### config.mk
export PLATFORM = sky130hd
export DESIGN_NAME = csr_issue
export DESIGN_NICKNAME = d
export VERILOG_FILES = /design/src/rtl/csr_pkg.sv /design/src/rtl/csr_access_check.sv /design/src/rtl/csr_issue.sv
export SDC_FILE = /design/constraint.sdc
export NUM_CORES = 1
export LEC_CHECK = 0
export ABC_AREA = 1
export CAP_MARGIN = 20
export CORE_AREA = 2 2 271 273
export DETAILED_ROUTE_END_ITERATION = 6
export DIE_AREA = 0 0 273 275
export PLACE_DENSITY_LB_ADDON = 0.05
export SYNTH_ARGS = -nofsm -noshare
export SYNTH_HDL_FRONTEND = slang
export SYNTH_HIERARCHICAL = 1
export SYNTH_SLANG_ARGS = --single-unit
### constraint.sdc
create_clock -name clk_i -period 30 [get_ports clk_i]
set_input_delay 6 -clock clk_i [delete_from_list [all_inputs] [get_ports clk_i]]
set_output_delay 6 -clock clk_i [all_outputs]
set_load 0.05 [all_outputs]
### src/rtl/csr_pkg.sv
// Shared types, constants and helper functions for the CSR issue slice.
package csr_pkg;

    localparam int unsigned XlenDefault = 64;

    typedef enum logic [2:0] {
        OpNone  = 3'd0,
        OpCSRRW = 3'd1,
        OpCSRRS = 3'd2,
        OpCSRRC = 3'd3,
        OpMret  = 3'd4
    } csr_op_e;

    typedef enum logic [3:0] {
        CauseInstrMisaligned  = 4'd0,
        CauseInstrAccessFault = 4'd1,
        CauseIllegalInstr     = 4'd2,
        CauseBreakpoint       = 4'd3,
        CauseEcallU           = 4'd8,
        CauseEcallM           = 4'd11
    } csr_mcause_e;

    typedef enum logic [1:0] {
        StIdle,
        StIssue,
        StWb,
        StRedirect
    } issue_state_e;

    localparam csr_mcause_e IllegalInstrCause = CauseIllegalInstr;

    // The top two address bits equal to 2'b11 mark a read-only CSR.
    function automatic logic csr_is_read_only(input logic [11:0] addr);
        return addr[11:10] == 2'b11;
    endfunction

    // CSRRW always writes. Set/clear only write when rs1 (or zimm) is non-zero.
    function automatic logic csr_op_writes(input csr_op_e op, input logic [4:0] rs1_idx);
        logic w;
        case (op)
            OpCSRRW:          w = 1'b1;
            OpCSRRS, OpCSRRC: w = (rs1_idx != 5'd0);
            default:          w = 1'b0;
        endcase
        return w;
    endfunction

endpackage

### src/rtl/csr_access_check.sv
// Write-legality check: merges an upstream exception with a read-only write violation.
module csr_access_check
    import csr_pkg::*;
#(
    parameter int unsigned Xlen          = 64,
    parameter bit          CheckReadOnly = 1'b1
) (
    input  csr_op_e           op,
    input  logic [4:0]        rs1_idx,
    input  logic [11:0]       addr,
    input  logic              expt_in_valid,
    input  csr_mcause_e       expt_in_cause,
    input  logic [Xlen-1:0]   expt_in_value,
    output logic              expt_valid,
    output csr_mcause_e       expt_cause,
    output logic [Xlen-1:0]   expt_value
);

    logic writes;
    logic illegal;

    // An upstream exception wins; otherwise a write to a read-only CSR becomes illegal-instruction.
    always_comb begin
        writes     = csr_op_writes(op, rs1_idx);
        illegal    = CheckReadOnly && writes && csr_is_read_only(addr);
        expt_valid = 1'b0;
        expt_cause = CauseInstrMisaligned;
        expt_value = '0;
        if (expt_in_valid) begin
            expt_valid = 1'b1;
            expt_cause = expt_in_cause;
            expt_value = expt_in_value;
        end else if (illegal) begin
            expt_valid = 1'b1;
            expt_cause = IllegalInstrCause;
            expt_value = '0;
        end
    end

endmodule

### src/rtl/csr_issue.sv
// Execute-stage initiator for the machine-mode CSR file: accept, issue one access, then writeback or redirect.
module csr_issue
    import csr_pkg::*;
#(
    parameter int unsigned Xlen          = XlenDefault,
    parameter bit          CheckReadOnly = 1'b1
) (
    input  logic              clk_i,
    input  logic              rst_i,
    input  logic              req_valid_i,
    output logic              req_ready_o,
    input  csr_op_e           req_op_i,
    input  logic              req_imm_i,
    input  logic [4:0]        req_rs1_idx_i,
    input  logic [Xlen-1:0]   req_rs1_data_i,
    input  logic [4:0]        req_rd_idx_i,
    input  logic [11:0]       req_csr_addr_i,
    input  logic [Xlen-1:0]   req_pc_i,
    input  logic              req_expt_valid_i,
    input  csr_mcause_e       req_expt_cause_i,
    input  logic [Xlen-1:0]   req_expt_value_i,
    output logic              csr_valid_o,
    output csr_op_e           csr_op_o,
    output logic [11:0]       csr_addr_o,
    output logic [Xlen-1:0]   csr_wdata_o,
    output logic [Xlen-1:0]   csr_pc_o,
    output logic              csr_expt_valid_o,
    output csr_mcause_e       csr_expt_cause_o,
    output logic [Xlen-1:0]   csr_expt_value_o,
    output logic              csr_inst_ret_o,
    input  logic [Xlen-1:0]   csr_rdata_i,
    input  logic              csr_raise_trap_i,
    input  logic [Xlen-1:0]   csr_trap_vector_i,
    output logic              wb_valid_o,
    input  logic              wb_ready_i,
    output logic [4:0]        wb_rd_idx_o,
    output logic [Xlen-1:0]   wb_data_o,
    output logic              redirect_valid_o,
    output logic [Xlen-1:0]   redirect_pc_o
);

    issue_state_e    state;
    csr_op_e         held_op;
    logic            chk_expt_valid;
    csr_mcause_e     chk_expt_cause;
    logic [Xlen-1:0] chk_expt_value;
    logic [Xlen-1:0] req_wdata;

    csr_access_check #(
        .Xlen          (Xlen),
        .CheckReadOnly (CheckReadOnly)
    ) u_check (
        .op            (req_op_i),
        .rs1_idx       (req_rs1_idx_i),
        .addr          (req_csr_addr_i),
        .expt_in_valid (req_expt_valid_i),
        .expt_in_cause (req_expt_cause_i),
        .expt_in_value (req_expt_value_i),
        .expt_valid    (chk_expt_valid),
        .expt_cause    (chk_expt_cause),
        .expt_value    (chk_expt_value)
    );

    // Immediate forms write the zero-extended zimm carried in the rs1 index field.
    always_comb begin
        req_wdata = req_imm_i ? {{(Xlen-5){1'b0}}, req_rs1_idx_i} : req_rs1_data_i;
    end

    // Issue FSM; every output is a register so decode never reaches the CSR file combinationally.
    always_ff @(posedge clk_i or posedge rst_i) begin
        if (rst_i) begin
            state            <= StIdle;
            held_op          <= OpNone;
            req_ready_o      <= 1'b1;
            csr_valid_o      <= 1'b0;
            csr_op_o         <= OpNone;
            csr_addr_o       <= '0;
            csr_wdata_o      <= '0;
            csr_pc_o         <= '0;
            csr_expt_valid_o <= 1'b0;
            csr_expt_cause_o <= CauseInstrMisaligned;
            csr_expt_value_o <= '0;
            csr_inst_ret_o   <= 1'b0;
            wb_valid_o       <= 1'b0;
            wb_rd_idx_o      <= '0;
            wb_data_o        <= '0;
            redirect_valid_o <= 1'b0;
            redirect_pc_o    <= '0;
        end else begin
            case (state)
                StIdle: begin
                    if (req_valid_i && req_ready_o) begin
                        state            <= StIssue;
                        req_ready_o      <= 1'b0;
                        held_op          <= req_op_i;
                        csr_valid_o      <= 1'b1;
                        csr_op_o         <= chk_expt_valid ? OpNone : req_op_i;
                        csr_addr_o       <= req_csr_addr_i;
                        csr_wdata_o      <= req_wdata;
                        csr_pc_o         <= req_pc_i;
                        csr_expt_valid_o <= chk_expt_valid;
                        csr_expt_cause_o <= chk_expt_cause;
                        csr_expt_value_o <= chk_expt_value;
                        csr_inst_ret_o   <= !chk_expt_valid;
                        wb_rd_idx_o      <= req_rd_idx_i;
                    end
                end
                StIssue: begin
                    csr_valid_o      <= 1'b0;
                    csr_op_o         <= OpNone;
                    csr_addr_o       <= '0;
                    csr_wdata_o      <= '0;
                    csr_pc_o         <= '0;
                    csr_expt_valid_o <= 1'b0;
                    csr_expt_cause_o <= CauseInstrMisaligned;
                    csr_expt_value_o <= '0;
                    csr_inst_ret_o   <= 1'b0;
                    wb_data_o        <= csr_rdata_i;
                    if (csr_raise_trap_i) begin
                        state            <= StRedirect;
                        redirect_valid_o <= 1'b1;
                        redirect_pc_o    <= csr_trap_vector_i;
                        wb_rd_idx_o      <= '0;
                        wb_data_o        <= '0;
                    end else if ((wb_rd_idx_o != 5'd0) &&
                                 ((held_op == OpCSRRW) || (held_op == OpCSRRS) || (held_op == OpCSRRC))) begin
                        state      <= StWb;
                        wb_valid_o <= 1'b1;
                    end else begin
                        state       <= StIdle;
                        req_ready_o <= 1'b1;
                        wb_rd_idx_o <= '0;
                        wb_data_o   <= '0;
                    end
                end
                StWb: begin
                    if (wb_ready_i) begin
                        state       <= StIdle;
                        req_ready_o <= 1'b1;
                        wb_valid_o  <= 1'b0;
                        wb_rd_idx_o <= '0;
                        wb_data_o   <= '0;
                    end
                end
                StRedirect: begin
                    state            <= StIdle;
                    req_ready_o      <= 1'b1;
                    redirect_valid_o <= 1'b0;
                    redirect_pc_o    <= '0;
                end
                default: begin
                    state       <= StIdle;
                    req_ready_o <= 1'b1;
                end
            endcase
        end
    end

endmodule

==> metrics.yaml <==
route:
  wl_per_cell_um: 19.6
  routed-wl-met3_um: 5560
  drt_first_pass_iters: 5
  drt-met1-wl_um: 25500
  top_layer_used: "met5"
  antenna_left: 0
  wirelength_um: 66400
  num_vias: 13489
  vias_per_cell: 3.99
  wl_met2_um: 33800
  drt-initial-drc-count: 679
  drc: 0
finish:
  stdcell_area_sq_mm: 0.0243
  fillers: 7514
  final_nets: 2743
  drive_above_1_share_pct: 4.01
  area_growth_pct: 62.4
  final_cells: 3380
  fin_util_pct: 33.5
grt:
  grt_overflow: 0
  grt_max_degree: 178
  grt_pass1_vias: 13854
  grt_usage_pct: 17.0
  antenna_found_initial: 12
  grt_pass1_wl_um: 95500
die:
  ios: 706
  num_rows: 99
  core_area_sq_mm: 0.0723
  die-area_sq_mm: 0.0751
  initial_utilization_pct: 20.7
  fp.dieH_um: 275
  die_x_um: 273
sta:
  slew_viol_final: 0
  clock_skew_ns: 0.0179
  rsz0062_at_grt: "no"
  fin_crit_sh_pct: 29.1
  worst_slack_ns: 21.28
  fin_setup_tns_ns: 0
  final_hold_viol_count: 0
  slew-limit-headroom_pct: 24.5
  period_needed_ns: 8.72
  worst_slew_pin_slew_ns: 1.13
  setup_violations: 0
  fmax_ghz: 0.115
worst_setup_path:
  start_kind: "primary input"
  criticalPathCategory: "in -> async"
  reg2reg_depth: 7
  end_kind: "async pin"
  critPathMaxFanout: 99
  critPathArrivalTime_ns: 9.45
  cp_data_required_time_ns: 30.73
synthesis:
  ys_ff_latch: 355
  syn_inst: 1714
  yosys_warnings: 6
  synthesis.nets: 2074
  synthTopCellsByArea: "dfrtp_1 59%, o21ai_0 10%, nand2_1 9.3%"
  avgSynthCellArea_sq_um: 8.72
  synth_top_cell_by_area: "dfrtp_1"
  async_flop_share_pct: 100
  ys_types: 25
  ys.flop_type: "dfrtp_1"
  syn_area_sq_mm: 0.0149
  ys_seq_area_share_pct: 59.5
  synth_top_cell_area_share_pct: 59.3
  synth_edf_count: 0
  yosys-top-cells-count: "370 x nand2_1, 367 x inv_1, 354 x dfrtp_1, 312 x o21ai_0, 135 x nand3_1"
  yosysMostFrequentCell: "nand2_1"
pwr:
  ir_drop_mv: 0.0585
  p_per_area_mw_per_mm2: 106
  leakagePower_nw: 10.6
clocking:
  cts.clk_slew.worst_paths_ns: 0.05
  post_cts_resized: 0
  cts.sinks: 355
  clockBufferDepth: 3
  cts_hold_buf: 0
  cts_root_buffer: "clkbuf_16"
  postCtsSetupBuffers: 0
  htree_levels: 2
  tritoncts: "done"
  clock_latency_ns: 0.58
  cts_made_buffers: 47
placed_design:
  dp_slack_ns: 19.98
  placed_cell_area_sq_mm: 0.0228
  gp_congestion: 0.795
  io_buffers: 705
  hpwl_um: 47100
  dp.cells: 3291
status:
  status: "finished clean"
run:
  drv_cap: 0
worst_hold_path:
  hold-path-cell-count: 2
  hp-class: "reg -> reg"
[cells in the final DEF (no fill, tap or decap), types with 3 or more instances in the layout]
cell type,count
diode_2,5
clkbuf_8,7
buf_4,14
clkinv_2,7
clkdlybuf4s50_1,704
nand3_1,135
inv_1,363
o22ai_1,9
mux2i_1,5
clkbuf_1,17
ha_1,4
o21ai_1,26
o21ai_0,312
dfrtp_1,354
inv_2,5
clkbuf_16,48
nand2_1,370
o21ai_4,3
nor2_1,17
[layout make-up]
cell class / instances / area, sq um / share of cell area, %
inverters: 369 / 1390 / 5.74
flip-flops and latches: 355 / 8880 / 36.6
diodes: 5 / 12.5 / 0.0516
well taps: 959 / 1200 / 4.94
clock buffers: 72 / 1360 / 5.61
repair buffers: 723 / 7250 / 29.9
clock inverters: 10 / 90.1 / 0.371
multi-input cells: 887 / 4080 / 16.8
[per-layer routing]
layer | up-vias | global-route usage, %
met5 | - | 0
met4 | 14 | 4.60
met3 | 80 | 6.37
met2 | 397 | 29.8
met1 | 6389 | 19.5
li1 | 6609 | -
[flip-flops by register name (all words and copies together), names as in the netlist]
register          flops
csr_expt_value_o     64
csr_pc_o             64
csr_wdata_o          64
redirect_pc_o        64
wb_data_o            64
csr_addr_o           12
wb_rd_idx_o           5
csr_expt_cause_o      4
csr_op_o              3
held_op               3
state                 2
csr_expt_valid_o      1
csr_inst_ret_o        1
csr_valid_o           1
redirect_valid_o      1
req_ready_o           1
wb_valid_o            1
[cell families (layout without fill, tap and decap cells)]
kind of cell,after synthesis,in the layout,share of synthesized area [%]
simple gates,525,525,14.4
buf+inv,472,1174,13.5
flops,355,355,59.5
compound gates,352,352,11.9
mux,6,6,0.410
fa+ha+maj,4,4,0.335
other cells,0,5,0
[stage by stage]
stage | hold WS, ns | total power [mW]
3_5_place_dp | 0.466 | 2.06
4_1_cts | 0.479 | 2.62
5_1_grt | 0.499 | 2.72
2_1_floorplan | 0.454 | 1.54
6_report | 0.471 | 2.57
3_3_place_gp | 0.466 | 2.06
[final timing paths]
check	startpoint	to	slack, ns
hold / removal	wb_valid_o	wb_valid_o	0.47
setup reg to reg	state[1]	csr_pc_o[41]	26.92
min in group asynchronous	rst_i	redirect_pc_o[23]	5.91
max in group clk_i	req_valid_i	csr_pc_o[7]	21.89
setup / recovery	rst_i	csr_wdata_o[55]	21.28
hold reg to reg	wb_valid_o	wb_valid_o	0.47
[report_power, final]
part	leakage, nW	switching [mW]	internal (mW)
registers	4.82	0.0841	0.633
logic	5.09	0.937	0.379
clock network	0.715	0.221	0.319
total	10.6	1.24	1.33
[critical path, cell delays in order]
cell	delay (ns)
clkdlybuf4s50_1	0.50
inv_8	0.48
buf_4	0.72
buf_4	0.78
buf_4	0.41
buf_16	0.29
Power figures use the tool's default switching activity.
